**src/rtl/mult_dispatcher.sv**
```systemverilog
// mult_dispatcher: buffers signed operand pairs in a small FIFO, issues them one
// at a time to a start/done sequential multiplier, and returns each product on a
// valid/ready result stream. A multiplier that never answers is abandoned after
// TIMEOUT wait cycles and recorded in a sticky error flag.
module mult_dispatcher #(
  parameter int WIDTH   = 4,
  parameter int DEPTH   = 4,
  parameter int TIMEOUT = 31
) (
  input  logic               clock,
  input  logic               reset,
  input  logic               in_valid,
  output logic               in_ready,
  input  logic [WIDTH-1:0]   in_q,
  input  logic [WIDTH-1:0]   in_m,
  output logic               start,
  output logic [WIDTH-1:0]   q_out,
  output logic [WIDTH-1:0]   m_out,
  input  logic               done,
  input  logic [2*WIDTH-1:0] mult_in,
  output logic               res_valid,
  input  logic               res_ready,
  output logic [2*WIDTH-1:0] res_data,
  output logic               busy,
  output logic               timeout_err
);

  localparam int PW = $clog2(DEPTH);
  localparam int CW = $clog2(TIMEOUT + 1);
  localparam logic [PW:0]   PTR_ONE  = 1;
  localparam logic [CW-1:0] CNT_ONE  = 1;
  localparam logic [CW-1:0] CNT_LAST = CW'(TIMEOUT);
  localparam logic [PW:0]   PTR_FULL = {1'b1, {PW{1'b0}}};

  typedef enum logic [1:0] {S_IDLE, S_ISSUE, S_WAIT, S_OUT} state_t;

  state_t               r_state;
  state_t               w_state_nxt;
  logic [2*WIDTH-1:0]   r_mem [DEPTH];
  logic [PW:0]          r_wr_ptr;
  logic [PW:0]          r_rd_ptr;
  logic [CW-1:0]        r_cnt;
  logic [WIDTH-1:0]     r_q_out;
  logic [WIDTH-1:0]     r_m_out;
  logic [2*WIDTH-1:0]   r_res_data;
  logic                 r_res_valid;
  logic                 r_timeout_err;
  logic                 r_done_q;

  logic                 w_empty;
  logic                 w_full;
  logic                 w_push;
  logic                 w_pop;
  logic                 w_done_rise;
  logic                 w_capture;
  logic                 w_timeout;
  logic                 w_cnt_clr;
  logic                 w_cnt_inc;
  logic                 w_res_clr;
  logic                 w_start;
  logic [2*WIDTH-1:0]   w_head;

  // Pointers carry an extra wrap bit so full and empty are distinguishable.
  assign w_empty     = (r_wr_ptr == r_rd_ptr);
  assign w_full      = ((r_wr_ptr ^ r_rd_ptr) == PTR_FULL);
  assign w_push      = in_valid & ~w_full;
  assign w_done_rise = done & ~r_done_q;
  assign w_head      = r_mem[r_rd_ptr[PW-1:0]];

  assign in_ready    = ~w_full;
  assign start       = w_start;
  assign q_out       = r_q_out;
  assign m_out       = r_m_out;
  assign res_valid   = r_res_valid;
  assign res_data    = r_res_data;
  assign timeout_err = r_timeout_err;
  assign busy        = (r_state != S_IDLE) | ~w_empty;

  // FIFO storage write port.
  // NOTE: the storage array has no reset; emptiness is defined by the pointers,
  // so clearing the pointers already discards every entry.
  always_ff @(posedge clock) begin
    if (w_push) r_mem[r_wr_ptr[PW-1:0]] <= {in_q, in_m};
  end

  // State register.
  // NOTE: sequential state uses non-blocking assignments so every register
  // samples pre-edge values regardless of block evaluation order.
  always_ff @(posedge clock or posedge reset) begin
    if (reset) r_state <= S_IDLE;
    else       r_state <= w_state_nxt;
  end

  // Next-state and control decode; start is a Moore output of ISSUE.
  // NOTE: every signal gets a default before the case so no latch is inferred.
  always_comb begin
    w_state_nxt = r_state;
    w_pop       = 1'b0;
    w_capture   = 1'b0;
    w_timeout   = 1'b0;
    w_cnt_clr   = 1'b0;
    w_cnt_inc   = 1'b0;
    w_res_clr   = 1'b0;
    w_start     = 1'b0;
    case (r_state)
      S_IDLE: begin
        if (!w_empty) begin
          w_pop       = 1'b1;
          w_state_nxt = S_ISSUE;
        end
      end
      S_ISSUE: begin
        w_start     = 1'b1;
        w_cnt_clr   = 1'b1;
        w_state_nxt = S_WAIT;
      end
      S_WAIT: begin
        // A done edge on the final wait cycle still wins over the timeout.
        if (w_done_rise) begin
          w_capture   = 1'b1;
          w_state_nxt = S_OUT;
        end else if (r_cnt == CNT_LAST) begin
          w_timeout   = 1'b1;
          w_state_nxt = S_IDLE;
        end else begin
          w_cnt_inc = 1'b1;
        end
      end
      S_OUT: begin
        if (res_ready) begin
          w_res_clr   = 1'b1;
          w_state_nxt = S_IDLE;
        end
      end
      default: w_state_nxt = S_IDLE;
    endcase
  end

  // Datapath: FIFO pointers, issued operands, wait counter, result and error.
  always_ff @(posedge clock or posedge reset) begin
    if (reset) begin
      r_wr_ptr      <= '0;
      r_rd_ptr      <= '0;
      r_cnt         <= '0;
      r_q_out       <= '0;
      r_m_out       <= '0;
      r_res_data    <= '0;
      r_res_valid   <= 1'b0;
      r_timeout_err <= 1'b0;
      r_done_q      <= 1'b0;
    end else begin
      r_done_q <= done;
      if (w_push) r_wr_ptr <= r_wr_ptr + PTR_ONE;
      if (w_pop) begin
        r_rd_ptr <= r_rd_ptr + PTR_ONE;
        r_q_out  <= w_head[2*WIDTH-1:WIDTH];
        r_m_out  <= w_head[WIDTH-1:0];
      end
      if (w_cnt_clr)      r_cnt <= '0;
      else if (w_cnt_inc) r_cnt <= r_cnt + CNT_ONE;
      if (w_capture) begin
        r_res_data  <= mult_in;
        r_res_valid <= 1'b1;
      end else if (w_res_clr) begin
        r_res_valid <= 1'b0;
      end
      if (w_timeout) r_timeout_err <= 1'b1;
    end
  end

endmodule

```
**config.mk**
```make
export PLATFORM = sky130hd
export DESIGN_NAME = mult_dispatcher
export DESIGN_NICKNAME = d
export VERILOG_FILES = /design/src/rtl/mult_dispatcher.sv
export SDC_FILE = /design/constraint.sdc
export NUM_CORES = 1
export LEC_CHECK = 0
export CORE_MARGIN = 5
export CORE_UTILIZATION = 55
export CTS_BUF_LIST = sky130_fd_sc_hd__clkbuf_4
export CTS_CLUSTER_DIAMETER = 120
export CTS_CLUSTER_SIZE = 24
export DETAILED_ROUTE_END_ITERATION = 6
export GPL_ROUTABILITY_DRIVEN = 0
export PLACE_DENSITY = 0.78
export SLEW_MARGIN = 20
export SYNTH_ARGS = -nofsm -noshare
export SYNTH_HDL_FRONTEND = slang
export SYNTH_SLANG_ARGS = --single-unit
```
**constraint.sdc**
```tcl
create_clock -name clock -period 2.35 [get_ports clock]
set_input_delay 0.47 -clock clock [delete_from_list [all_inputs] [get_ports clock]]
set_output_delay 0.47 -clock clock [all_outputs]
set_load 0.01 [all_outputs]
```
==> impl_results.md, run 1 <==
- Overall via count from detail_route: about 1500
- Cell Pwr Density: 1330 mW/mm2
- Core area: between 0.004 and 0.005 mm2
- CP Capture Type: output port
- Clock root buffer master: clkbuf_4
- Max-slew violations: 0
- CP Launch Type: flip-flop
- First-pass GRT wire length: ~8.1 mm
- Fill cell count: 307
- Final setup violation count: 0
- Initial Util: 0.563
- Clock skew: 0.00620 ns
- Cells after DPL: 247
- RR Endpoint: r_cnt[2]$_DFFE_PP0P_
- Hold WC Path Type: input pin to asynchronous set/reset pin
- Clk pin slew, worst setup/hold paths: 0.11 ns
- Total wire length: 4.82 mm
- Total track usage: 0.178
- Synthesis-to-layout area growth: 25.9%
- IO buf count: 41
- Largest net degree at the start of global routing: 33
- Dpl hpwl: 3.27 mm
- Die Width: around 80 um
- Commonest cells after routing, fill and taps aside: clkdlybuf4s50_1, edfxtp_1, dfrtp_1
- Num CTS Buffers: 9
- Async S/R FF share, synth: 0.500
- Antenna Violating Nets Remaining: 0
- CTS tree: yes
- # Max-Cap Violations: 0
- Synth Area in Simple Gates: 0.0611
- WP data arrival: 1.77 ns
- Largest family of logic cells by synthesized area: multiplexers
- Proportion of synthesized area in mux cells: 0.161
- CP required: between 1.5 and 2 ns
- Initial antenna violation count: 0
- Leading area contributor after synthesis: edfxtp_1
- Seq/Total Area, Yosys: 0.667
- Layout net count: 236
- Mean Syn Cell Area: 17.5 um2
- Max VDD drop: 0.872 mV
- H-tree Lvls: 3
- Worst R2R Start: r_cnt[0]$_DFFE_PP0P_
- Crit path time final: 2.24 ns
- Full die area: 0.00629 mm2
- Crit. Startpoint: r_wr_ptr[0]$_DFFE_PP0P_
- Number of flops mapped to enable cells by yosys: 32
- Vias per cell: 5.48
- Initial detailed-routing violation count: about 110
- Static Leak: 1.33 nW
- Synth area leaders: edfxtp_1, dfrtp_1, mux4_2
- Post-synthesis adder-cell area fraction: 0.0332
- Post-synth cell types: 29
- Slew of the pin with the lowest slew margin: 0.494 ns
- Core Rows: 25
- Relative slew slack: 0.671
- Total of warnings raised by yosys: 0
- Yosys reg bits: 64
- Most common cell after layout, fill and taps aside: clkdlybuf4s50_1
- Synthesized cell area: 0.00264 mm2
- Worst reg2reg path depth: 6
- CTS Buffer Depth: 2
- Compound-cell area share of the yosys netlist: 0.0256
- Final antenna diode count: 0
- Post-Syn Nets: around 180
- Syn Inst Count: 151
- Die height: 79.3 um
- Synth Flop Type: edfxtp_1
- Final WS setup: about 0.11 ns
- Pre-CTS setup slack: 0.330 ns
- Layout cells sized above 1: 0.249
- Max frequency: 445 MHz
- Routed WL per cell: 18.0 um
- First-pass iteration count of the detailed router: 4
- Finished Layout Cells: 267
- Worst Setup Path Type: flip-flop to output port
- Xor-xnor portion of the synthesized cell area: 0.0351
- Number of clock sinks: between 60 and 70
- Crit path max fanout: 5
- Drt drc: 0
- Outcome: completed
- R2R Setup Slk: around 0.34 ns
- Top cell type's share of synthesized area: 0.364
- Final Cycle Share: 0.955
- Clk_lat worst skew: slightly above 0.4 ns
- Vias in the first global route: 1620
- GRT overflow: 0
- Top-level I/O count: 42
- Final Hold Fails: 0
-- metrics by stage --
step	power, mW	hold slack [ns]	utilization	instance area (um2)	setup TNS, ns
after CTS	4.40	0.457	0.703	3300	0
after global placement	3.43	0.445	0.665	3120	0
after global routing	4.73	0.478	0.709	3330	-0.00540
final	4.44	0.447	0.709	3330	0
after floorplan	2.88	0.462	-	2640	0
after detailed placement	3.52	0.459	0.665	3120	0
-- cell usage after synthesis, drive strengths merged (2+ instances only) --
library cell / instances
nor2: 5
mux4: 8
edfxtp: 32
inv: 4
nand2b: 3
buf: 3
nand2: 8
ha: 7
xor2: 2
o21ai: 2
dfrtp: 32
mux2: 20
a21o: 3
and3: 5
nand3: 2
xnor2: 6
mux2i: 2
-- registers in the layout (all words and copies together) (netlist names) --
| signal | flops |
|---|---|
| timeout_err | 1 |
| q_out | 4 |
| res_data | 8 |
| r_state | 2 |
| r_rd_ptr | 3 |
| m_out | 4 |
| r_mem | 32 |
| r_cnt | 5 |
| r_done_q | 1 |
| res_valid | 1 |
| r_wr_ptr | 3 |
-- report_power, final --
| part | internal, mW | switching (mW) | total (mW) |
|---|---|---|---|
| Sequential | 1.58 | 0.242 | 1.82 |
| Combinational | 1.01 | 0.769 | 1.78 |
| Clock | 0.430 | 0.412 | 0.842 |
| Total | 3.02 | 1.42 | 4.44 |
-- metal layers --
metal  part of all wire  up-vias  track usage
met4              0.026        0       0.0928
li1                   -      671            -
met1               0.41      746        0.220
met3              0.041       14       0.0544
met5                  0        -            0
met2               0.52       32        0.283
-- how the worst max path moves through the flow --
stage / end / slack (ns) / depth (start not counted)
final: busy / 0.11 / 3
after CTS: in_ready / 0.03 / 3
after detailed placement: in_ready / 0.33 / 3
after global placement: in_ready / 0.37 / 3
after floorplan: r_cnt[2]$_DFFE_PP0P_ / 0.53 / 6
after global routing: busy / -0.005 / 3
-- timing repair --
action / 4_1_cts / 5_1_grt
hold buffers: 0 / 0
endpoints found under the setup margin: 2 / 3
gates cloned: 0 / 0
resized for setup: 1 / 3
buffers inserted: 1 / 3
pin swaps: 0 / 3
-- layout make-up --
type	count	area [um2]	share of cell area
tap	54	67.6	0.0203
inverter	4	15.0	0.00451
multi-input combinational	80	842	0.253
sequential	64	1760	0.530
timing repair buffer	49	473	0.142
clock inverter	7	96.3	0.0290
clock buffer	9	67.6	0.0203
-- logic make-up after synthesis --
kind of cell,count (synthesis)
AO/OA/AOI/OAI,7
XOR/XNOR,8
adder cells (fa/ha/maj),7
buffers and inverters,7
flip-flops,64
multiplexers,30
AND/OR/NAND/NOR,28
-- critical path, stage by stage, from the launching register on --
cell and delay (ns):
dfrtp_1 0.49, xnor2_2 0.24, nand4_1 0.13, clkdlybuf4s50_1 0.50
(Power assumes the default switching activity.)
==> inputs of run 2 (changes only) <==
--- a/config.mk
+++ b/config.mk
@@ -12,8 +12,8 @@
 export CTS_CLUSTER_SIZE = 24
 export DETAILED_ROUTE_END_ITERATION = 6
 export GPL_ROUTABILITY_DRIVEN = 0
-export PLACE_DENSITY = 0.78
-export SLEW_MARGIN = 20
+export PLACE_DENSITY = 0.9
+export SLEW_MARGIN = 5
 export SYNTH_ARGS = -nofsm -noshare
 export SYNTH_HDL_FRONTEND = slang
 export SYNTH_SLANG_ARGS = --single-unit
==> run 2 against run 1 <==
Effect of this change:
- hold slack lost 0.0067 ns
- clock skew grew 0.012 ns
- global-route usage grew 1.1 points
- wire length grew 8.4%
- maximum frequency shrank 1.8%
- cell area grew 0.56%
- sequential share of layout area shrank 0.30 points
- largest cell class unchanged
- clock power grew 11%
- largest power group unchanged
- register-to-register slack lost 0.03 ns
- utilization grew 0.40 points
==> impl_results.md, run 2 (synthesized netlist as in run 1, its figures left out) <==
- # Max-Cap Violations: 0
- Crit path max fanout: 5
- GRT overflow: 0
- Crit-path cells: xnor2_2 > nand4_1 > clkdlybuf4s50_1
- Post-layout util: 0.713
- Max VDD drop: 0.717 mV
- Slowest library cell on the worst path: clkdlybuf4s50_1
- Final setup violation count: 0
- Core Rows: 25
- Overall via count from detail_route: 1469
- Final Hold Fails: 0
- Clk_lat worst skew: 0.40 ns
- Top-level I/O count: 42
- Hold WC Path Type: input pin to asynchronous set/reset pin
- Clk pin slew, worst setup/hold paths: 0.12 ns
- IO buf count: 41
- Most common cell after layout, fill and taps aside: clkdlybuf4s50_1
- Initial antenna violation count: 0
- Pre-CTS setup slack: 0.297 ns
- Clock root buffer master: clkbuf_4
- Crit path time final: 2.29 ns
- WP data arrival: 1.82 ns
- Die Width: 79.3 um
- CP max stage delay: 0.53 ns
- Vias per cell: 5.50
- CTS Buffer Depth: 2
- Vias in the first global route: 1674
- Cell Pwr Density: 1370 mW/mm2
- Placed cell areas: 0.00312 mm2
- Initial Util: 0.563
- Max-slew violations: 0
- First-pass iteration count of the detailed router: 4
- Total wire length: 5.22 mm
- Slew of the pin with the lowest slew margin: 0.489 ns
- Dpl hpwl: 3.60 mm
- Relative slew slack: 0.674
- Final antenna diode count: 0
- Outcome: completed
- Final Cycle Share: 0.973
- Number of clock sinks: 64
- R2R Setup Slk: approximately 0.31 ns
- Layout cells sized above 1: 0.249
- Final WS setup: 0.0645 ns
- Drt drc: 0
- Initial detailed-routing violation count: 79
- Clock skew: 0.0185 ns
- Antenna Violating Nets Remaining: 0
- Worst Setup Path Type: flip-flop to output port
- Hold Buf Count CTS: 0
- Core area: 0.00469 mm2
- Largest net degree at the start of global routing: 33
- Top cell family by delay on the critical path: buffers and inverters
- Commonest cells after routing, fill and taps aside: clkdlybuf4s50_1, edfxtp_1, dfrtp_1
- Max frequency: 438 MHz
- Die height: 79.3 um
- CP Launch Type: flip-flop
- Layout net count: between 200 and 250
- Fill cell count: around 300
- Synthesis-to-layout area growth: 26.6%
- H-tree Lvls: 3
- CP required: about 1.9 ns
- CP Capture Type: output port
- Total track usage: 0.189
- Static Leak: 1.35 nW
- CTS tree: yes
- Num CTS Buffers: 9
- Final Cell Area: 0.00334 mm2
- CP bufs+invs: 1
- Full die area: 0.00629 mm2
- Routed WL per cell: approximately 20 um
- First-pass GRT wire length: 8.58 mm
- Max reg flops: 32
## run 2: layout make-up
type	count	area (um2)	share of cell area
well taps	54	67.6	0.0202
flip-flops and latches	64	1760	0.527
inverters	4	15.0	0.00449
clock inverters	6	108	0.0322
multi-input cells	80	842	0.252
clock buffers	10	75.1	0.0224
repair buffers	49	473	0.141
## run 2: worst register-to-register path, stage by stage, from the launching register on
cell and delay (ns):
dfrtp_1 0.43, ha_1 0.24, and3_1 0.19, ha_1 0.24, nor3_4 0.37, mux2_1 0.39, mux2i_1 0.14
## run 2: repair_timing
action,in CTS,in global routing
gates cloned,0,0
endpoints found under the setup margin,2,3
pin swaps,0,3
buffers inserted,1,3
resized for setup,1,3
## run 2: report_power, final
part / switching [mW] / total (mW) / internal (mW)
sequential: 0.259 / 1.84 / 1.58
clock: 0.386 / 0.934 / 0.547
combinational: 0.802 / 1.82 / 1.01
## run 2: path summary, 6_finish.rpt
| path | start | end | cells after the start |
|---|---|---|---|
| min in group clock | timeout_err$_DFFE_PP0P_ | timeout_err$_DFFE_PP0P_ | 1 |
| worst max-delay path | r_wr_ptr[1]$_DFFE_PP0P_ | busy | 3 |
| worst max register to register | r_cnt[0]$_DFFE_PP0P_ | r_cnt[2]$_DFFE_PP0P_ | 6 |
| max in group asynchronous | reset | r_wr_ptr[0]$_DFFE_PP0P_ | 3 |
| worst min-delay path | reset | q_out[0]$_DFFE_PP0P_ | 3 |
| worst min register to register | timeout_err$_DFFE_PP0P_ | timeout_err$_DFFE_PP0P_ | 1 |
## run 2: layer usage
layer  vias up  share of wire  global-route usage
met2        37           0.56               0.338
met3        10          0.042              0.0669
met5         -              0                   0
met1       747           0.38               0.209
li1        675              -                   -
met4         0          0.020              0.0653
## run 2: metrics by stage
step           hold WS [ns]  setup TNS, ns  instances  total power, mW
5_1_grt               0.482        -0.0273        267             4.85
2_1_floorplan         0.462              0        151             2.88
4_1_cts               0.444              0        264             4.53
3_5_place_dp          0.446              0        247             3.56
6_report              0.441              0        267             4.58
3_3_place_gp          0.445              0        247             3.41
==> inputs of run 3 (changes only) <==
--- a/config.mk
+++ b/config.mk
@@ -8,7 +8,7 @@
 export CORE_MARGIN = 5
 export CORE_UTILIZATION = 55
 export CTS_BUF_LIST = sky130_fd_sc_hd__clkbuf_4
-export CTS_CLUSTER_DIAMETER = 120
+export CTS_CLUSTER_DIAMETER = 30
 export CTS_CLUSTER_SIZE = 24
 export DETAILED_ROUTE_END_ITERATION = 6
 export GPL_ROUTABILITY_DRIVEN = 0
==> results of run 3 <==
No change in the layout: final DEF, timing and power equal those of run 2.
